`src/rtl/cdc_pkg.sv`:
```
// Shared constants and helpers for the read side of the dual-clock FIFO.
package cdc_pkg;

    localparam int FIFO_READ_LATENCY  = 1;
    localparam int DEFAULT_DATA_WIDTH = 8;

    // Occupancy needs one bit more than the pointers so that "full" (== DEPTH) is representable.
    function automatic int level_width(input int depth);
        return $clog2(depth) + 1;
    endfunction

endpackage

```
`src/rtl/stream_skid_buffer.sv`:
```
// DEPTH-entry register ring holding words captured from the FIFO until the consumer takes them.
module stream_skid_buffer
    import cdc_pkg::*;
#(
    parameter int DATA_WIDTH = DEFAULT_DATA_WIDTH,
    parameter int DEPTH      = 4
) (
    input  logic                          clk,
    input  logic                          reset,
    input  logic                          flush,
    input  logic                          push,
    input  logic [DATA_WIDTH-1:0]         push_data,
    input  logic                          pop,
    output logic [DATA_WIDTH-1:0]         head_data,
    output logic [level_width(DEPTH)-1:0] occ
);

    localparam int PW = $clog2(DEPTH);

    logic [DATA_WIDTH-1:0] mem [DEPTH];
    logic [PW-1:0]         wr_ptr;
    logic [PW-1:0]         rd_ptr;

    // Flush wins over any push/pop in the same cycle; pointers wrap naturally since DEPTH is a power of two.
    always_ff @(posedge clk or posedge reset) begin
        if (reset) begin
            wr_ptr <= '0;
            rd_ptr <= '0;
            occ    <= '0;
        end else if (flush) begin
            wr_ptr <= '0;
            rd_ptr <= '0;
            occ    <= '0;
        end else begin
            if (push) begin
                wr_ptr <= wr_ptr + PW'(1);
            end
            if (pop) begin
                rd_ptr <= rd_ptr + PW'(1);
            end
            case ({push, pop})
                2'b10:   occ <= occ + level_width(DEPTH)'(1);
                2'b01:   occ <= occ - level_width(DEPTH)'(1);
                default: occ <= occ;
            endcase
        end
    end

    always_ff @(posedge clk) begin
        if (push && !flush) begin
            mem[wr_ptr] <= push_data;
        end
    end

    assign head_data = mem[rd_ptr];

endmodule

```
`src/rtl/fifo_stream_reader.sv`:
```
// Read-side controller: issues credit-limited FIFO reads and streams the returned words out via valid/ready.
module fifo_stream_reader
    import cdc_pkg::*;
#(
    parameter int DATA_WIDTH  = DEFAULT_DATA_WIDTH,
    parameter int DEPTH       = 4,
    parameter int COUNT_WIDTH = 16
) (
    input  logic                          clk,
    input  logic                          reset,
    input  logic [DATA_WIDTH-1:0]         i_Fifo_Data,
    input  logic                          i_Fifo_Empty,
    output logic                          o_Fifo_Read_Enable,
    input  logic                          i_Flush,
    output logic [DATA_WIDTH-1:0]         o_Output_Data,
    output logic                          o_Data_Valid,
    input  logic                          i_Ready,
    output logic [level_width(DEPTH)-1:0] o_Level,
    output logic [COUNT_WIDTH-1:0]        o_Word_Count
);

    localparam int LW = level_width(DEPTH);
    localparam int SW = LW + 1;

    logic [FIFO_READ_LATENCY-1:0] inflight_pipe;
    logic [LW-1:0]                occ;
    logic [SW-1:0]                outstanding;
    logic                         push;
    logic                         pop;

    // Words already buffered plus words still coming back from the FIFO must fit in the buffer,
    // so a read is only issued when a slot is guaranteed; i_Ready never feeds this path.
    assign outstanding        = SW'(occ) + SW'($countones(inflight_pipe));
    assign o_Fifo_Read_Enable = !reset && !i_Fifo_Empty && !i_Flush && (outstanding < SW'(DEPTH));

    assign push = inflight_pipe[FIFO_READ_LATENCY-1] && !i_Flush;

    // Stream handshake: a word transfers on every cycle where o_Data_Valid and i_Ready are both high;
    // while valid is high and ready is low, data and valid hold until the transfer or a flush.
    assign o_Data_Valid = (occ != '0) && !i_Flush;
    assign pop          = o_Data_Valid && i_Ready;
    assign o_Level      = occ;

    always_ff @(posedge clk or posedge reset) begin
        if (reset) begin
            inflight_pipe <= '0;
            o_Word_Count  <= '0;
        end else begin
            if (i_Flush) begin
                inflight_pipe <= '0;
            end else begin
                inflight_pipe[0] <= o_Fifo_Read_Enable;
                for (int i = 1; i < FIFO_READ_LATENCY; i++) begin
                    inflight_pipe[i] <= inflight_pipe[i-1];
                end
            end
            if (pop) begin
                o_Word_Count <= o_Word_Count + COUNT_WIDTH'(1);
            end
        end
    end

    stream_skid_buffer #(
        .DATA_WIDTH (DATA_WIDTH),
        .DEPTH      (DEPTH)
    ) u_skid (
        .clk       (clk),
        .reset     (reset),
        .flush     (i_Flush),
        .push      (push),
        .push_data (i_Fifo_Data),
        .pop       (pop),
        .head_data (o_Output_Data),
        .occ       (occ)
    );

endmodule

```
`config.mk`:
```
export PLATFORM = sky130hd
export DESIGN_NAME = fifo_stream_reader
export DESIGN_NICKNAME = d
export VERILOG_FILES = /design/src/rtl/cdc_pkg.sv /design/src/rtl/stream_skid_buffer.sv /design/src/rtl/fifo_stream_reader.sv
export SDC_FILE = /design/constraint.sdc
export NUM_CORES = 1
export LEC_CHECK = 0
export ABC_AREA = 1
export CORE_MARGIN = 2
export CORE_UTILIZATION = 45
export DETAILED_ROUTE_END_ITERATION = 6
export PLACE_DENSITY = 0.75
export SLEW_MARGIN = 20
export SYNTH_ARGS = -nofsm -noshare
export SYNTH_HDL_FRONTEND = slang
export SYNTH_SLANG_ARGS = --single-unit
```
`constraint.sdc`:
```
create_clock -name clk -period 1.8 [get_ports clk]
set_clock_uncertainty 0.2 [all_clocks]
set_input_delay 0.54 -clock clk [delete_from_list [all_inputs] [get_ports clk]]
set_output_delay 0.54 -clock clk [all_outputs]
set_load 0.03 [all_outputs]
```
After elaboration in Yosys (flattened, before gate mapping)
Memory sizes are Yosys's and may differ from the RTL's.
Cells that the tools add are included.
- $add $sub $neg: 6
- magnitude comparators: 1
- equal/unequal tests: 2
- multiplexer cells: 9
- reductions and logical operators: 14
- operator list (cell ; count):
    adder 16 x 1 -> 16 bit (second input constant) ; 1
    two-way mux 2 bit ; 4
    logical AND 1 bit ; 7
    one-hot mux 3 bit (2 select lines) ; 1
    nonzero test 3 bit ; 2
    adder 2 x 1 -> 2 bit (second input constant) ; 2
    adder 3 x 1 -> 4 bit ; 1
    less-than comparator 4 x 3 -> 1 bit (second input constant) ; 1
    nonzero test 2 bit ; 2
    adder 3 x 1 -> 3 bit (second input constant) ; 1
    zero test 1 bit ; 3
    two-way mux 1 bit ; 3
    two-way mux 3 bit ; 1
    subtractor 3 x 1 -> 3 bit (second input constant) ; 1
    equality test 2 x 1 -> 1 bit (second input constant) ; 1
    equality test 2 bit (second input constant) ; 1
- register bits: 24
- RAM bits: 32
- input port bits: 13
- output and inout bits: 29
- logic and storage cells: 38
- memories kept: 1
- memories (name ; words ; bits a word ; rd ports ; clocked after memory_dff ; write ports ; line ; text):
    u_skid.mem ; 4 ; 8 ; 1 ; 0 ; 1 ; stream_skid_buffer.sv:20 ; logic [DATA_WIDTH-1:0] mem [DEPTH];

Depth between registers and ports, before layout
Gate-level depths: netlist (run 1).
- word-level depth: 6
- depth in mapped cells: 11
- mapped depth without buffers: 11

By module
From an unflattened synthesis (run 1), not the netlist that was laid out.
- cells, all modules: 282
- area, all modules: 2691.3 sq um
- by module, submodules not included (module ; times used ; cells each ; area an instance (sq um) ; sequential area each (sq um)):
    stream_skid_buffer ; 1 ; 136 ; 1651.6 ; 1136.1
    fifo_stream_reader ; 1 ; 146 ; 1039.7 ; 425.4

Worst setup path before layout (run 1)
OpenSTA, ideal clock, no wires.
- path type: reg-to-reg
- from: register u_skid.occ[1]
- to: register u_skid.occ[2]
- setup time: 0.117 ns
- arrival: 1.774 ns
- data required time: 1.483 ns
- path slack: -0.291 ns
- stages on the path, launching flop included: 12
- buffers on the path: 0
- period minus slack after synthesis: 2.091 ns
- cells stage by stage: dfrtp_1 > nor2_2 > nand2_4 > nand3_4 > nor2_1 > fa_1 > xnor2_1 > inv_1 > nand2_1 > nand2_1 > nand2_1 > nand2_1
- word-level cells in the longest chain between the ends: 6
- elaborated cells on any way between the ends: 10
- those cells by class: add/sub: 2; eq/ne: 2; mux: 2; reduce/logical: 4
- ends and longest elaborated chain (item ; line ; text):
    start, declared ; stream_skid_buffer.sv:15 ; output logic [level_width(DEPTH)-1:0] occ
    start signal, assigned ; stream_skid_buffer.sv:42 ; 2'b10: occ <= occ + level_width(DEPTH)'(1);
    start signal, assigned ; stream_skid_buffer.sv:43 ; 2'b01: occ <= occ - level_width(DEPTH)'(1);
    nonzero test 3 bit ; fifo_stream_reader.sv:40 ; assign o_Data_Valid = (occ != '0) && !i_Flush;
    logical AND 1 bit ; fifo_stream_reader.sv:40 ;
    logical AND 1 bit ; fifo_stream_reader.sv:41 ; assign pop = o_Data_Valid && i_Ready;
    equality test 2 x 1 -> 1 bit or equality test 2 bit (tied branches) ; stream_skid_buffer.sv:41 ; case ({push, pop})
    one-hot mux 3 bit (2 select lines) ; stream_skid_buffer.sv:41 ;
    two-way mux 3 bit ; stream_skid_buffer.sv:30 ; end else if (flush) begin
Several ways; a longest one is shown, not always the timed one.
A chain may end at the register's enable or synchronous reset.

Worst setup path after layout (run 1)
- from: register u_skid.rd_ptr[0]
- to: output o_Output_Data[3]
- word-level cells in the longest chain between the ends: 1
- ends and longest elaborated chain (item ; line ; text):
    start, declared ; stream_skid_buffer.sv:22 ; logic [PW-1:0] rd_ptr;
    start signal, assigned ; stream_skid_buffer.sv:39 ; rd_ptr <= rd_ptr + PW'(1);
    memory (4 x 8 bit) ; - ;
    end, declared ; fifo_stream_reader.sv:15 ; output logic [DATA_WIDTH-1:0] o_Output_Data,
Every way passes these cells.

==> summary.txt, run 1 <==
Syn_nets -> 280
Row cnt -> 27
Tcrit/Tclk final -> 117%
Drc violations -> 0
CTS Buf Count -> 5
Core Footprint -> 5570 um^2
Sequential area share after synthesis -> 59.4%
Peak supply drop -> 0.000390 V
Hold_ws -> 0.312 ns
Initial core utilization -> 47.2%
Final Hold Viols -> 0
Initial antenna violation count -> 0
Initial DRT Pass Iterations -> 4
Worst Path Required -> 1.06 ns
CP Class -> flip-flop to primary output
Critical Path Start -> u_skid.rd_ptr[0]
Hold path start -> i_Fifo_Empty
Ys async rst share -> 42.9%
Max Clk Rate -> 474 MHz
Proportion of layout cells with a drive suffix above 1 -> 34.1%
Register share of total power -> 48.6%
Rel. slew slack -> 81.3%
DIE AREA -> 6470 um^2
First-pass GRT wire length -> 8.94 mm
Max Slew Vio Count -> 0
Setup WS pre-CTS -> -0.600 ns
Clk_lat worst skew -> 0.31 ns
Yosys cell types -> 30
Root buf cell -> clkbuf_8
DRT Wirelength -> 5.39 mm
Total grt overflow -> 0
CTS tree -> done
Failing checks -> negative setup slack
Net Sw Frac -> 34.0%
Number of max-cap violations -> 0
Switch Pwr -> 1.08 mW
Gate power share -> 29.9%
Number of port buffers -> 41
Worst Setup Start Kind -> flip-flop
Final instance area -> 3490 um^2
Flops & latches, synth -> 56
Total track usage -> 18.3%
Vias/cell -> 5.02
Post-DRT Antenna Nets -> 0
Final setup margin -> -0.308 ns
WL/cell -> 13.4 um
Clk pwr share -> 21.5%
Cell internal pwr -> 2.09 mW
Mean Syn Cell Area -> 10.1 um^2
Routability cong. -> 0.862
CP arrival -> 1.37 ns
Most used DFF post-synth -> edfxtp_1
Area of the multi-input gates -> 1050 um^2
Largest area contributor in the netlist -> edfxtp_1
Status -> finished, violations left
DP HPWL -> 3.86 mm
RR Startpoint -> u_skid.occ[0]
Chip height -> 80.4 um
Longest Clk Path Bufs -> 2
Clk slew on worst S/H paths -> 0.09 ns
Static Leak -> 1.50 nW
# H-tree levels -> 2
Setup TNS -> -2.76 ns
Number of inserted diodes -> 0
FF/Latch Area -> 1570 um^2
Number of global-route vias before repair -> 1980
Die width -> 80.4 um
I/O pin count -> 42
Synth top area cells -> edfxtp_1, dfrtp_1, nand2_1
Sink Count -> 56
Hold Path Class -> input pin to flip-flop
Syn Std Cell Area -> 2630 um^2
Min cycle time layout -> 2.11 ns
Layout Nets -> 349
Crit. End Element -> primary output
DP Area -> 3280 um^2
Overall Power -> 3.17 mW
Synth top area share -> 36.6%
Power density cells -> 909 nW/um^2
Largest net degree at the start of global routing -> 20
Fill cells -> 473
Slew @ Worst Pin -> 0.281 ns
Post-synth EDFFs -> 32
Synthesized instance count -> 261
CP Max Fanout -> 10
Iteration-0 DRC Markers -> 121
RSZ-0062 raised after global routing -> yes
Area Growth Syn to Fin -> 32.7%
Syn. warnings -> 0
Finish-stage setup viols -> 11
Vias -> 2022
[worst paths after layout]
check	end	slack [ns]	depth (start not counted)
max	o_Output_Data[3]	-0.31	4
min	inflight_pipe	0.31	4
max reg2reg	u_skid.occ[2]	-0.17	12
min reg2reg	o_Word_Count[6]	0.33	1
max in group asynchronous	u_skid.rd_ptr[0]	0.48	4
min in group asynchronous	u_skid.wr_ptr[1]	0.53	3
[layout make-up]
type / count / area share, %
Clock inverter: 3 / 0.681
Inverter: 23 / 2.62
Multi-Input combinational cell: 177 / 30.2
Clock buffer: 5 / 1.97
Tap cell: 72 / 2.58
Timing Repair Buffer: 67 / 17.0
Sequential cell: 56 / 44.9
[power by group through the flow]
stage	registers (mW)	clock network, mW	logic (mW)
after floorplan	1.67	0	0.430
after global routing	1.55	0.748	1.02
final	1.54	0.682	0.948
after detailed placement	1.56	0	0.903
after CTS	1.54	0.705	0.926
after global placement	1.56	0	0.887
[synth_stat cells (3+ instances only)]
cell type / n
dfrtp_1: 24
edfxtp_1: 32
ha_1: 5
inv_1: 17
inv_2: 6
nand2_1: 61
nand3_1: 9
nand4_1: 3
nor2_1: 36
nor2_2: 5
o21ai_0: 18
o21ai_1: 6
o22ai_1: 8
xnor2_1: 6
xor2_1: 5
[kinds of logic (layout without fill, tap and decap cells)]
group           after synthesis  in the layout  synth area share [%]
compound gates               35             35                  7.28
fa+ha+maj                     6              6                  3.14
buf+inv                      28             98                  4.66
simple gates                125            125                  21.8
xor+xnor                     11             11                  3.66
flops                        56             56                  59.4
[critical path, cell delays in order, from the launching register on]
cell and delay (ns):
dfrtp_2 0.46, buf_6 0.16, o21ai_1 0.17, o22ai_2 0.10
buf_4 0.18
[cell usage in the layout (no fill, tap or decap), drive strengths merged, types with 4 or more instances in the layout]
cell type | synthesis | layout
clkbuf | 1 | 6
edfxtp | 32 | 32
nand2 | 64 | 64
xor2 | 5 | 5
nor2 | 43 | 43
inv | 23 | 23
nand4 | 4 | 4
dfrtp | 24 | 24
clkdlybuf4s50 | 0 | 8
xnor2 | 6 | 6
nand3 | 11 | 11
ha | 5 | 5
o22ai | 8 | 8
o21ai | 24 | 24
buf | 4 | 56
[state kept, by name, indices dropped and copies added (netlist names)]
name,cells
inflight_pipe,1
u_skid.mem,32
u_skid.occ,3
u_skid.rd_ptr,2
o_Word_Count,16
u_skid.wr_ptr,2
[what timing repair did]
action,in CTS,in global routing
setup buffers,2,2
hold buffers,1,0
setup endpoints to repair,14,13
pin swaps,2,3
gates resized for setup,43,12
hold endpoints to repair,5,0
[per-layer routing]
layer | vias up | wire [um] | track usage (%)
li1 | 1009 | - | -
met1 | 954 | 2400 | 23.2
met2 | 50 | 2690 | 31.2
met3 | 9 | 239 | 4.04
met4 | 0 | 62 | 5.93
met5 | - | 0 | 0
[per-stage QoR]
stage	std cells	util (%)
floorplan	261	-
global placement	391	58.8
detailed placement	391	58.8
CTS	402	62.0
global route	403	62.6
finish	403	62.6
(Power assumes the default switching activity.)
==> run 2, diff against run 1 <==
MAX_ROUTING_LAYER = met4   (was not set)
==> summary.txt, run 2 (synthesis gave the netlist of run 1 again) <==
Number of port buffers -> 41 (unchanged)
Fill cells -> 473 (unchanged)
Final Hold Viols -> 0 (unchanged)
RSZ-0062 raised after global routing -> yes
Core Footprint -> 5570 um^2 (unchanged)
CP arrival -> 1.37 ns (about the same)
Area Growth Syn to Fin -> 32.7% (unchanged)
Crit. End Element -> primary output
Finish-stage setup viols -> 11 (unchanged)
CTS tree -> done
Tcrit/Tclk final -> 117% (about the same)
Area of the multi-input gates -> 1050 um^2 (unchanged)
Min cycle time layout -> 2.11 ns (+0.00210 ns)
Longest Clk Path Bufs -> 2 (unchanged)
Peak supply drop -> 0.000389 V (about the same)
CP Max Fanout -> 10 (unchanged)
Number of global-route vias before repair -> 1981 (+0.051%)
RR Startpoint -> u_skid.occ[0]
Clk slew on worst S/H paths -> 0.09 ns (about the same)
Top Registers -> u_skid.mem x32, o_Word_Count x16, u_skid.occ x3
CP cell instances -> buf_6, o21ai_1, o22ai_2, buf_4
Layout Nets -> 349 (unchanged)
Row cnt -> 27 (unchanged)
Initial DRT Pass Iterations -> 4 (unchanged)
# H-tree levels -> 2 (unchanged)
FF-to-FF path depth -> 12 (unchanged)
Slew @ Worst Pin -> 0.281 ns (+0.0000510 ns)
Initial antenna violation count -> 0 (unchanged)
Initial core utilization -> 47.2% (unchanged)
Proportion of layout cells with a drive suffix above 1 -> 34.1% (unchanged)
I/O pin count -> 42 (unchanged)
Hold Path Class -> input pin to flip-flop
Worst R2R End -> u_skid.occ[2]
Post-DRT Antenna Nets -> 0 (unchanged)
Max Clk Rate -> 474 MHz (about the same)
Max FFs per register -> 32 (unchanged)
Biggest register -> u_skid.mem
DRT Wirelength -> 5.43 mm (+0.69%)
Hold path start -> i_Fifo_Empty
FF/Latch Area -> 1570 um^2 (unchanged)
First-pass GRT wire length -> 8.96 mm (+0.23%)
Worst Path Required -> 1.06 ns (about the same)
CTS Buf Count -> 5 (unchanged)
DIE AREA -> 6470 um^2 (unchanged)
Chip height -> 80.4 um (unchanged)
Status -> finished, violations left
Worst Setup Start Kind -> flip-flop
Worst R2R Setup Slack -> -0.17 ns (about the same)
Crit-path slowest cell -> dfrtp_2
Total grt overflow -> 0 (unchanged)
Number of inserted diodes -> 0 (unchanged)
Overall Power -> 3.17 mW (about the same)
Clk_lat worst skew -> 0.31 ns (about the same)
Crit-path max cell delay -> 0.46 ns (about the same)
Power density cells -> 909 nW/um^2 (about the same)
Max Slew Vio Count -> 0 (unchanged)
Vias/cell -> 5.05 (+0.59%)
DP HPWL -> 3.86 mm (unchanged)
WL/cell -> 13.5 um (+0.69%)
Setup WS pre-CTS -> -0.600 ns (unchanged)
Drc violations -> 0 (unchanged)
Placed cells -> 391 (unchanged)
Rel. slew slack -> 81.3% (about the same)
Sink Count -> 56 (unchanged)
Iteration-0 DRC Markers -> 117 (-3.3%)
Hold EP -> inflight_pipe
Total track usage -> 18.8% (+0.50 points)
CP Class -> flip-flop to primary output
Hold depth -> 4 (unchanged)
Number of max-cap violations -> 0 (unchanged)
Commonest non-fill, non-tap cells in the layout -> nand2_1, buf_4, nor2_1
Routability cong. -> 0.876 (+1.6%)
Leading cell type in the layout, fill and taps excluded -> nand2_1
Failing checks -> negative setup slack
Static Leak -> 1.50 nW (unchanged)
Final setup margin -> -0.310 ns (-0.00210 ns)
Vias -> 2034 (+0.59%)
Die width -> 80.4 um (unchanged)
Largest net degree at the start of global routing -> 20 (unchanged)
Final std cells w/o fill -> 403 (unchanged)
Root buf cell -> clkbuf_8
[run 2: cell counts in the layout (fill, tap and decap cells not counted)]
No cell type changed its count.
[run 2: worst max-delay path: cells and delay by family (launching register included)]
kind | cells | cell delay (ns)
AOI/OAI and AO/OA | 2 | 0.26
buffers and inverters | 2 | 0.34
DFF | 1 | 0.46
[run 2: area by class of cell]
type,instances,area share [%]
Tap cell,72,2.58
Clock inverter,3,0.681
Timing Repair Buffer,67,17.0
Multi-Input combinational cell,177,30.2
Inverter,23,2.62
Sequential cell,56,44.9
Clock buffer,5,1.97
[run 2: how the worst max path moves through the flow]
stage	from	end	slack, ns	depth (start not counted)
after CTS	u_skid.rd_ptr[0]	o_Output_Data[1]	-0.32	4
after global placement	i_Flush	u_skid.occ[2]	-0.54	11
final	u_skid.rd_ptr[0]	o_Output_Data[7]	-0.31	4
after global routing	u_skid.rd_ptr[0]	o_Output_Data[1]	-0.36	4
after detailed placement	i_Flush	u_skid.occ[2]	-0.60	11
after floorplan	u_skid.occ[1]	u_skid.occ[2]	-0.20	11
[run 2: timing repair]
action / in CTS / in global routing
pin swaps: 2 / 3
hold endpoints to repair: 5 / 0
resized for setup: 43 / 12
setup buffers: 2 / 2
hold buffers: 1 / 0
endpoints found under the setup margin: 14 / 13
[run 2: per-layer routing]
layer	GRT usage, %	share of wire (%)
met5	-	0
met4	5.93	1.1
met3	4.04	3.9
met2	31.2	50
met1	23.2	45
[run 2: per-stage QoR]
step                      hold WS [ns]  util (%)  instance area, um^2  TNS, ns
after floorplan                  0.292         -                 2700   -0.296
after global placement           0.308      58.8                 3280   -14.65
after detailed placement         0.317      58.8                 3280   -15.48
after CTS                        0.294      62.0                 3460    -2.83
after global routing             0.312      62.6                 3490    -3.53
final                            0.312      62.6                 3490    -2.76
[run 2: power by group]
part / internal, mW / switching (mW)
Clock: 0.276 / 0.406
Combinational: 0.380 / 0.569
Sequential: 1.44 / 0.104
